$ cat src/rtl/pipe_stage_chain.sv
// Parametrised valid/ready pipeline register chain with per-stage flush and bubble collapsing.
// Defining PIPE_STAGE_PERF_CNT_EN builds the saturating stall/flush performance counters.
module pipe_stage_chain #(
   parameter int WIDTH = 32,
   parameter int DEPTH = 5,
   parameter logic [WIDTH-1:0] RESET_DATA = '0
) (
   input  logic                       clk,
   input  logic                       reset,
   input  logic                       in_valid,
   output logic                       in_ready,
   input  logic [WIDTH-1:0]           in_data,
   output logic                       out_valid,
   input  logic                       out_ready,
   output logic [WIDTH-1:0]           out_data,
   input  logic [DEPTH-1:0]           flush_mask,
   output logic [DEPTH-1:0]           stage_valid,
   output logic [DEPTH*WIDTH-1:0]     stage_data,
   output logic [$clog2(DEPTH+1)-1:0] occupancy,
   output logic [31:0]                stall_cnt,
   output logic [31:0]                flush_cnt
);
   localparam int OCC_W = $clog2(DEPTH+1);

   logic [DEPTH-1:0] valid_q, valid_d, ev, rdy;
   logic [WIDTH-1:0] data_q [DEPTH];
   logic [WIDTH-1:0] data_d [DEPTH];

   assign ev = valid_q & ~flush_mask;

   // A stage can load when it is empty after flush or its contents will move on.
   always_comb begin
      logic r;
      r   = out_ready;
      rdy = '0;
      for (int i = DEPTH - 1; i >= 0; i--) begin
         r      = ~ev[i] | r;
         rdy[i] = r;
      end
   end

   always_comb begin
      valid_d = valid_q;
      data_d  = data_q;
      if (rdy[0]) begin
         valid_d[0] = in_valid;
         if (in_valid) data_d[0] = in_data;
      end
      for (int i = 1; i < DEPTH; i++) begin
         if (rdy[i]) begin
            valid_d[i] = ev[i-1];
            if (ev[i-1]) data_d[i] = data_q[i-1];
         end
      end
   end

   always_ff @(posedge clk) begin
      if (reset) begin
         valid_q <= '0;
         for (int i = 0; i < DEPTH; i++) data_q[i] <= RESET_DATA;
      end else begin
         valid_q <= valid_d;
         data_q  <= data_d;
      end
   end

   assign in_ready    = rdy[0] & ~reset;
   assign out_valid   = ev[DEPTH-1];
   assign out_data    = data_q[DEPTH-1];
   assign stage_valid = valid_q;

   always_comb begin
      occupancy  = '0;
      stage_data = '0;
      for (int i = 0; i < DEPTH; i++) begin
         occupancy                     = occupancy + OCC_W'(valid_q[i]);
         stage_data[i*WIDTH +: WIDTH] = data_q[i];
      end
   end

`ifdef PIPE_STAGE_PERF_CNT_EN
   logic [31:0]      stall_cnt_q, flush_cnt_q;
   logic [OCC_W-1:0] killed;
   logic [32:0]      flush_sum;

   // The extra sum bit detects overflow so the flush counter can saturate.
   always_comb begin
      killed = '0;
      for (int i = 0; i < DEPTH; i++) killed = killed + OCC_W'(valid_q[i] & flush_mask[i]);
      flush_sum = {1'b0, flush_cnt_q} + 33'(killed);
   end

   always_ff @(posedge clk) begin
      if (reset) begin
         stall_cnt_q <= '0;
         flush_cnt_q <= '0;
      end else begin
         if (in_valid && !in_ready && stall_cnt_q != '1) stall_cnt_q <= stall_cnt_q + 32'd1;
         flush_cnt_q <= flush_sum[32] ? '1 : flush_sum[31:0];
      end
   end

   assign stall_cnt = stall_cnt_q;
   assign flush_cnt = flush_cnt_q;
`else
   assign stall_cnt = '0;
   assign flush_cnt = '0;
`endif

endmodule
$ cat config.mk
export PLATFORM = sky130hd
export DESIGN_NAME = pipe_stage_chain
export DESIGN_NICKNAME = d
export VERILOG_FILES = /design/src/rtl/pipe_stage_chain.sv
export SDC_FILE = /design/constraint.sdc
export NUM_CORES = 1
export LEC_CHECK = 0
export CAP_MARGIN = 10
export CORE_ASPECT_RATIO = 0.5
export CORE_MARGIN = 4
export CORE_UTILIZATION = 45
export DETAILED_ROUTE_END_ITERATION = 12
export PLACE_DENSITY = 0.86
export SYNTH_ARGS = -nofsm -noshare
export SYNTH_HDL_FRONTEND = slang
export SYNTH_SLANG_ARGS = --single-unit
$ cat constraint.sdc
create_clock -name clk -period 2.8 [get_ports clk]
set_input_delay 0.28 -clock clk [delete_from_list [all_inputs] [get_ports clk]]
set_output_delay 0.28 -clock clk [all_outputs]
set_load 0.1 [all_outputs]
==> results.sh, run 1 <==
export IMPL_antenna_found_initial=0
export IMPL_worst_slack_ps=194.8
export IMPL_syn2layout_area_growth_pct=34.08
export IMPL_avgRoutedWirePerCell_um=16.08
export IMPL_drv_cap=0
export IMPL_timing_worst_setup_path_type="reg2out"
export IMPL_rsz0062_at_grt="false"
export IMPL_vias=5411
export IMPL_placement_io_buffers=242
export IMPL_final_period_utilization_pct=93.04
export IMPL_fmax_mhz=383.8
export IMPL_avgSynthCellArea_um2=9.212
export IMPL_postCtsSetupRepairBufs=0
export IMPL_whs_ps=283.1
export IMPL_maxSlewHeadroom_pct=61.60
export IMPL_finalHoldViolCount=0
export IMPL_post_route_cell_area_mm2=0.008930
export IMPL_finalCriticalPeriod_ps=2605
export IMPL_ff_latch_area_mm2=0.003307
export IMPL_crit_path_start_kind="flop"
export IMPL_antenna_cells=0
export IMPL_drtIter0Drc=300
export IMPL_cp_required_ps=2520
export IMPL_first_global_vias=5133
export IMPL_p_leak_uw=0.003871
export IMPL_place_area_mm2=0.008341
export IMPL_ys_types=25
export IMPL_grt_max_degree=79
export IMPL_grt_use_total_pct=20.53
export IMPL_critical_path_endpoint_type="primary output"
export IMPL_fp_dieH_um=94.03
export IMPL_cts_resized_gates=0
export IMPL_cp_data_arrival_time_ps=2330
export IMPL_routed_wl_mm=18.27
export IMPL_cts_clk_slew_worst_paths_ps=70
export IMPL_irDropWorstVdd_mv=0.3868
export IMPL_synthAdderAreaFrac_pct=0.7890
export IMPL_cts_buffer_depth=2
export IMPL_place_ws_ps=557.1
export IMPL_finalSetupViolCount=0
export IMPL_synth_seq_cells=165
export IMPL_synth_simple_area_share_pct=14.33
export IMPL_cts_made_buffers=17
export IMPL_viasPerCell=4.763
export IMPL_p_per_area_mw_per_mm2=637.0
export IMPL_netlist_top_cells_area="dfxtp_1 (50%), mux2i_1 (14%), buf_4 (12%)"
export IMPL_nFillCells=1188
export IMPL_dp_hpwl_mm=13.42
export IMPL_place_congestion=0.7881
export IMPL_grt_overflow_total=0
export IMPL_multiInputGateArea_mm2=0.002658
export IMPL_drv_slew=0
export IMPL_power_uw=5688
export IMPL_synth_top_cell_by_area="dfxtp_1"
export IMPL_synth_xor_area_share_pct=0
export IMPL_layout_common_cells="buf_4 (212), dfxtp_1 (162), nand2_1 (130)"
export IMPL_die_w_um=180.1
export IMPL_cts_root_buf="clkbuf_16"
export IMPL_synth_top_area_share_pct=49.60
export IMPL_synth_top_family_by_area="buffers and inverters"
export IMPL_outcome="completed"
export IMPL_worstMarginPinSlew_ps=576.0
export IMPL_rows=31
export IMPL_dieArea_mm2=0.01693
export IMPL_seq_area_frac_synth_pct=49.60
export IMPL_grt_pass1_wl_mm=27.88
export IMPL_io_pins=307
export IMPL_mappedNetlistArea_mm2=0.006660
export IMPL_drive_above_1_share_pct=27.93
export IMPL_cts_tree="done"
export IMPL_h_tree_depth=4
export IMPL_drc=0
export IMPL_clock_sinks=165
export IMPL_skew_ps=13.52
export IMPL_synth_warnings=0
export IMPL_crit_fanout=6
export IMPL_core_mm2=0.01447
export IMPL_clkLatencyLatePin_ps=420
export IMPL_postSynthCellCount=723
export IMPL_antenna_left=0
export IMPL_hold_class="in2reg"
export IMPL_cts_hold_buf=0
export IMPL_start_util_pct=46.03
export IMPL_synth_compound_area_share_pct=6.293
export IMPL_final_nets=969
export IMPL_drt_pass1_iter_count=4
export IMPL_muxShareOfSynthArea_pct=14.43
export IMPL_final_common_cell="buf_4"
==> state kept, by name, indices dropped and copies added (netlist names) <==
name,cells
out_data,32
stage_data,128
stage_valid,5
==> final timing paths <==
check                 start         endpoint  slack [ps]  cells past startpoint
max          stage_valid[1]     occupancy[1]         190                      6
min                   reset   stage_data[72]         280                      2
max reg2reg  stage_valid[4]  stage_data[120]         870                      6
min reg2reg    out_data[25]     out_data[25]         470                      2
==> report_power, final <==
| group | switching (uW) | total, uW | internal, uW |
|---|---|---|---|
| Clock | 987 | 2340 | 1350 |
| Sequential | 33.7 | 2420 | 2380 |
| Combinational | 776 | 933 | 158 |
| Total | 1800 | 5690 | 3890 |
==> cells by family after synthesis <==
family | Yosys count
AND/OR/NAND/NOR | 240
flip-flops | 165
buffers and inverters | 144
multiplexers | 96
AO/OA/AOI/OAI | 74
adder cells (fa/ha/maj) | 3
other | 1
==> metal layers <==
layer | wire length, um | track usage (%)
met4 | 457 | 8.239
met2 | 9419 | 36.84
met1 | 7078 | 23.67
met3 | 1313 | 5.452
met5 | 0 | 0
==> critical path, cell delays in order, from the launching register on <==
cell	delay, ps
dfxtp_2	400
inv_1	80
fa_1	500
inv_1	50
fa_1	370
ha_1	330
buf_12	180
==> cell usage after synthesis, drive strengths merged <==
master / instances
nor3: 1
mux2i: 96
inv: 7
a21oi: 69
nor4bb: 1
and4bb: 1
conb: 1
dfxtp: 165
nand4: 1
nand2b: 4
fa: 2
a21o: 1
nor2b: 2
clkbuf: 24
a31oi: 3
nor2: 99
buf: 113
a41oi: 1
nor3b: 1
nand2: 130
ha: 1
==> area by class of cell <==
type / count / share of cell area [%]
Clock inverter: 13 / 1.639
Multi-Input combinational cell: 477 / 29.76
Inverter: 7 / 0.2942
Tap cell: 198 / 2.774
Sequential cell: 165 / 37.03
Timing Repair Buffer: 257 / 23.54
Clock buffer: 19 / 4.960
==> metrics by stage <==
step	cells	util [%]	TNS (ps)
2_1_floorplan	786	-	-54.60
3_3_place_gp	1104	57.65	0
3_5_place_dp	1104	57.65	0
4_1_cts	1136	61.72	0
5_1_grt	1136	61.72	0
6_report	1136	61.72	0
Power figures use the tool's default switching activity.
==> inputs of run 2 (changes only) <==
--- a/config.mk
+++ b/config.mk
@@ -8,9 +8,10 @@
 export CAP_MARGIN = 10
 export CORE_ASPECT_RATIO = 0.5
 export CORE_MARGIN = 4
-export CORE_UTILIZATION = 45
+export CORE_UTILIZATION = 46
+export CTS_BUF_LIST = sky130_fd_sc_hd__clkbuf_4
 export DETAILED_ROUTE_END_ITERATION = 12
-export PLACE_DENSITY = 0.86
+export PLACE_DENSITY = 0.88
 export SYNTH_ARGS = -nofsm -noshare
 export SYNTH_HDL_FRONTEND = slang
 export SYNTH_SLANG_ARGS = --single-unit
==> run 2 against run 1 <==
Against the previous run:
- clock power shrank 35%
- total power shrank 15%
- final area decreased by 3.1%
- sequential cell count stayed put
- fmax shrank 3.1%
- critical path depth stayed put
- die area down 2.0%
- global-route usage rose by 0.53 points
- utilization rose by 0.77 points
- sequential share of layout area is 1.2 points higher
- via count down 0.20%
- non-clock buffer count is 4 higher
- critical path type unchanged
==> results.sh, run 2 (synthesis results as in run 1) <==
export IMPL_outcome="completed"
export IMPL_worst_slack_ps=110.5
export IMPL_place_ws_ps=531.8
export IMPL_drc=0
export IMPL_antenna_cells=0
export IMPL_final_nets=973
export IMPL_avgRoutedWirePerCell_um=15.91
export IMPL_drv_slew=0
export IMPL_rows=30
export IMPL_grt_pass1_wl_mm=27.64
export IMPL_io_pins=307
export IMPL_antenna_left=0
export IMPL_cts_clk_slew_worst_paths_ps=150
export IMPL_final_common_cell="buf_4"
export IMPL_grt_use_total_pct=21.05
export IMPL_viasPerCell=4.762
export IMPL_critical_path_endpoint_type="primary output"
export IMPL_dieArea_mm2=0.01658
export IMPL_start_util_pct=48.08
export IMPL_cp_required_ps=2520
export IMPL_antenna_found_initial=0
export IMPL_clkLatencyLatePin_ps=540
export IMPL_core_mm2=0.01385
export IMPL_final_period_utilization_pct=96.05
export IMPL_dp_hpwl_mm=13.69
export IMPL_grt_overflow_total=0
export IMPL_placement_io_buffers=242
export IMPL_cts_root_buf="clkbuf_4"
export IMPL_hold_class="in2reg"
export IMPL_cts_tree="done"
export IMPL_maxSlewHeadroom_pct=57.17
export IMPL_skew_ps=22.10
export IMPL_syn2layout_area_growth_pct=29.96
export IMPL_timing_worst_setup_path_type="reg2out"
export IMPL_largest_register_ffs=128
export IMPL_irDropWorstVdd_mv=0.2804
export IMPL_worstMarginPinSlew_ps=641.7
export IMPL_fp_dieH_um=93.09
export IMPL_crit_fanout=6
export IMPL_cts_hold_buf=0
export IMPL_drt_pass1_iter_count=5
export IMPL_finalCriticalPeriod_ps=2689
export IMPL_h_tree_depth=4
export IMPL_die_w_um=178.2
export IMPL_crit_path_start_kind="flop"
export IMPL_fmax_mhz=371.8
export IMPL_drtIter0Drc=300
export IMPL_vias=5400
export IMPL_p_per_area_mw_per_mm2=561.5
export IMPL_ff2ff_path_depth=6
export IMPL_routed_wl_mm=18.04
export IMPL_grt_max_degree=51
export IMPL_place_congestion=0.8142
export IMPL_finalHoldViolCount=0
export IMPL_final_core_util_pct=62.49
export IMPL_first_global_vias=5123
export IMPL_cts_buffer_depth=2
export IMPL_min_path_cells=2
export IMPL_layout_common_cells="buf_4 (218), dfxtp_1 (162), nand2_1 (130)"
export IMPL_cts_made_buffers=17
export IMPL_drive_above_1_share_pct=28.34
export IMPL_clock_sinks=165
export IMPL_cp_data_arrival_time_ps=2410
export IMPL_rsz0062_at_grt="false"
export IMPL_finalSetupViolCount=0
export IMPL_p_leak_uw=0.003763
export IMPL_drv_cap=0
==> run 2: cell type report <==
cell class | instances | area [um2]
inverter | 7 | 26.28
clock inverter | 13 | 172.7
clock buffer | 19 | 142.6
timing repair buffer | 261 | 2107
sequential | 165 | 3309
tap | 192 | 240.2
fill | 1133 | 5195
multi-input combinational | 477 | 2658
==> run 2: power breakdown <==
group / total [uW] / internal [uW] / switching (uW)
Sequential: 2420 / 2380 / 32.8
Clock: 1510 / 653 / 856
Combinational: 934 / 158 / 776
==> run 2: path summary, 6_finish.rpt <==
path | start | to | slack [ps]
setup reg to reg | stage_valid[4] | stage_data[69] | 860
setup / recovery | stage_valid[1] | occupancy[1] | 110
hold reg to reg | stage_data[117] | out_data[21] | 480
hold / removal | reset | stage_data[66] | 170
==> run 2: timing repair <==
action	CTS	global route
buffers inserted	0	1
gates resized for setup	0	1
hold endpoints to repair	0	0
setup endpoints to repair	0	1
==> run 2: critical path, cell delays in order (launching register included) <==
cell and delay [ps]:
dfxtp_4 400, inv_1 60, fa_1 500, inv_1 60, fa_1 360, ha_1 330, buf_12 180
==> run 2: per-layer routing <==
layer / global-route usage, % / vias to the layer above / part of all wire, %
met5: 0 / - / 0
li1: - / 2607 / -
met4: 10.29 / 0 / 3.6
met1: 23.96 / 2534 / 39
met3: 5.654 / 47 / 7.2
met2: 36.82 / 212 / 51
==> run 2: per-stage QoR <==
| step | instance area, um2 | hold WS, ps | TNS (ps) | power, uW | std cells |
|---|---|---|---|---|---|
| 2_1_floorplan | 6907 | 397.5 | -54.60 | 3308 | 786 |
| 3_3_place_gp | 8330 | 454.7 | 0 | 3391 | 1101 |
| 3_5_place_dp | 8330 | 461.0 | 0 | 3399 | 1101 |
| 4_1_cts | 8646 | 135.2 | 0 | 4889 | 1133 |
| 5_1_grt | 8656 | 157.6 | 0 | 5023 | 1134 |
| 6_report | 8656 | 169.6 | 0 | 4860 | 1134 |
==> inputs of run 3 (changes only) <==
==> constraint.sdc (replaced) <==
create_clock -name clk -period 2.8 [get_ports clk]
set_input_delay 0.56 -clock clk [delete_from_list [all_inputs] [get_ports clk]]
set_output_delay 0.56 -clock clk [all_outputs]
set_load 0.1 [all_outputs]
==> run 3 against run 2 <==
Against the previous run:
- the run now ends with setup timing left
- global-route usage decreased by 0.28 points
- clock skew decreased by 2.5 ps
- worst setup slack got worse by 220 ps
- wire length decreased by 0.64%
- worst hold slack improved by 170 ps
- via count decreased by 0.50%
- fmax decreased by 7.5%
- cell count about the same
- sequential share of layout area decreased by 0.094 points
- critical endpoint unchanged
- highest routed layer unchanged
==> results.sh, run 3 (synthesis results as in run 1) <==
export IMPL_routed_wl_mm=17.92
export IMPL_fmax_mhz=344.0
export IMPL_p_per_area_mw_per_mm2=538.3
export IMPL_cp_common_cell="inv_2"
export IMPL_io_pins=307
export IMPL_cts_made_buffers=17
export IMPL_timing_worst_setup_path_type="reg2out"
export IMPL_placement_io_buffers=242
export IMPL_antenna_found_initial=0
export IMPL_cp_required_ps=2240
export IMPL_grt_overflow_total=0
export IMPL_largest_register_ffs=128
export IMPL_ff2ff_path_depth=7
export IMPL_antenna_cells=0
export IMPL_syn2layout_area_growth_pct=30.28
export IMPL_path_cells="inv_2 -> fa_1 -> inv_2 -> fa_2 -> ha_4 -> buf_12"
export IMPL_viasPerCell=4.734
export IMPL_cts_root_buf="clkbuf_4"
export IMPL_clkLatencyLatePin_ps=570
export IMPL_dieArea_mm2=0.01658
export IMPL_crit_fanout=2
export IMPL_h_tree_depth=4
export IMPL_finalHoldViolCount=0
export IMPL_reg2reg_slack_ps=870
export IMPL_grt_max_degree=83
export IMPL_core_mm2=0.01385
export IMPL_cts_buffer_depth=2
export IMPL_worst_slack_ps=-107.0
export IMPL_place_ws_ps=166.4
export IMPL_reg2reg_to="stage_data[56]"
export IMPL_final_nets=975
export IMPL_worstMarginPinSlew_ps=825.1
export IMPL_critical_path_endpoint_type="primary output"
export IMPL_finalCriticalPeriod_ps=2907
export IMPL_cp_data_arrival_time_ps=2350
export IMPL_crit_path_top_delay_cell="fa_1"
export IMPL_drt_pass1_iter_count=6
export IMPL_final_period_utilization_pct=103.8
export IMPL_whs_ps=340.4
export IMPL_die_w_um=178.2
export IMPL_place_congestion=0.8361
export IMPL_cts_tree="done"
export IMPL_final_setup_tns_ps=-125.0
export IMPL_fp_dieH_um=93.09
export IMPL_start_util_pct=48.08
export IMPL_skew_ps=19.58
export IMPL_maxSlewHeadroom_pct=44.99
export IMPL_grt_use_total_pct=20.78
export IMPL_vias=5373
export IMPL_rows=30
export IMPL_finalSetupViolCount=2
export IMPL_timing_rr_start="stage_valid[3]"
export IMPL_drtIter0Drc=209
export IMPL_antenna_left=0
export IMPL_first_global_vias=5057
export IMPL_hold_class="in2reg"
export IMPL_clock_sinks=165
export IMPL_outcome="complete, but fails checks"
export IMPL_crit_start="stage_valid[0]"
export IMPL_hold_start="reset"
export IMPL_avgRoutedWirePerCell_um=15.79
export IMPL_violations="setup timing"
export IMPL_cp_endpoint="occupancy[1]"
export IMPL_crit_path_start_kind="flop"
export IMPL_rsz0062_at_grt="true"
export IMPL_cts_hold_buf=0
export IMPL_cts_clk_slew_worst_paths_ps=140
export IMPL_dp_hpwl_mm=13.40
export IMPL_final_common_cell="buf_4"
export IMPL_layout_common_cells="buf_4 (216), dfxtp_1 (162), nand2_1 (130)"
export IMPL_drv_cap=0
export IMPL_drive_above_1_share_pct=28.63
export IMPL_irDropWorstVdd_mv=0.3117
export IMPL_drv_slew=0
export IMPL_grt_pass1_wl_mm=27.11
export IMPL_p_leak_uw=0.003766
export IMPL_drc=0
export IMPL_slowest_delay_ps=540
## run 3: cell count changes in the layout (fill, tap and decap cells not counted), moves of 2 or more
cell	previous run	this run
buf_12	4	8
buf_4	218	216
bufinv_16	3	1
clkbuf_4	19	17
clkinv_1	0	3
clkinvlp_4	4	1
inv_1	7	5
inv_2	0	2
## run 3: routing by layer
metal / share of wire (%) / vias to the layer above / global-route usage (%)
met5: 0 / - / 0
met4: 3.3 / 0 / 9.260
met3: 7.5 / 41 / 5.897
met2: 51 / 210 / 37.42
met1: 39 / 2519 / 22.94
li1: - / 2603 / -
## run 3: worst max-delay path, delay by kind of cell, from the launching register on
family	cells	cell delay, ps
adders and majority gates	3	1180
DFF	1	360
buffers and inverters	3	250
## run 3: how the worst min path moves through the flow
stage	to	slack, ps	cells after the start
floorplan	stage_valid[1]	650	2
global placement	out_data[26]	450	2
finish	stage_data[80]	340	2
CTS	stage_data[80]	310	2
detailed placement	stage_data[107]	460	2
global route	stage_data[77]	300	2
## run 3: power by group
| group | leakage (uW) | switching [uW] | internal [uW] |
|---|---|---|---|
| combinational | 0.00229 | 778 | 161 |
| clock | 0.000138 | 869 | 445 |
| sequential | 0.00134 | 33.4 | 2380 |
| total | 0.00377 | 1680 | 2990 |
## run 3: cell type report
type | count | area, um2
Fill cell | 1135 | 5174
Sequential cell | 165 | 3309
Multi-Input combinational cell | 477 | 2675
Timing Repair Buffer | 263 | 2172
Tap cell | 192 | 240.2
Clock buffer | 17 | 127.6
Clock inverter | 14 | 126.4
Inverter | 7 | 26.28
## run 3: metrics by stage
stage / instances / total power, uW / instance area [um2] / util [%]
after detailed placement: 1100 / 3400 / 8383 / 60.52
after floorplan: 786 / 3308 / 6917 / -
after global routing: 1135 / 4824 / 8677 / 62.65
final: 1135 / 4671 / 8677 / 62.65
after CTS: 1134 / 4682 / 8670 / 62.59
after global placement: 1100 / 3393 / 8383 / 60.52
## run 3: repair_timing
item,in CTS,in global routing
resized for setup,2,1
endpoints found under the setup margin,3,3
setup buffers,3,1
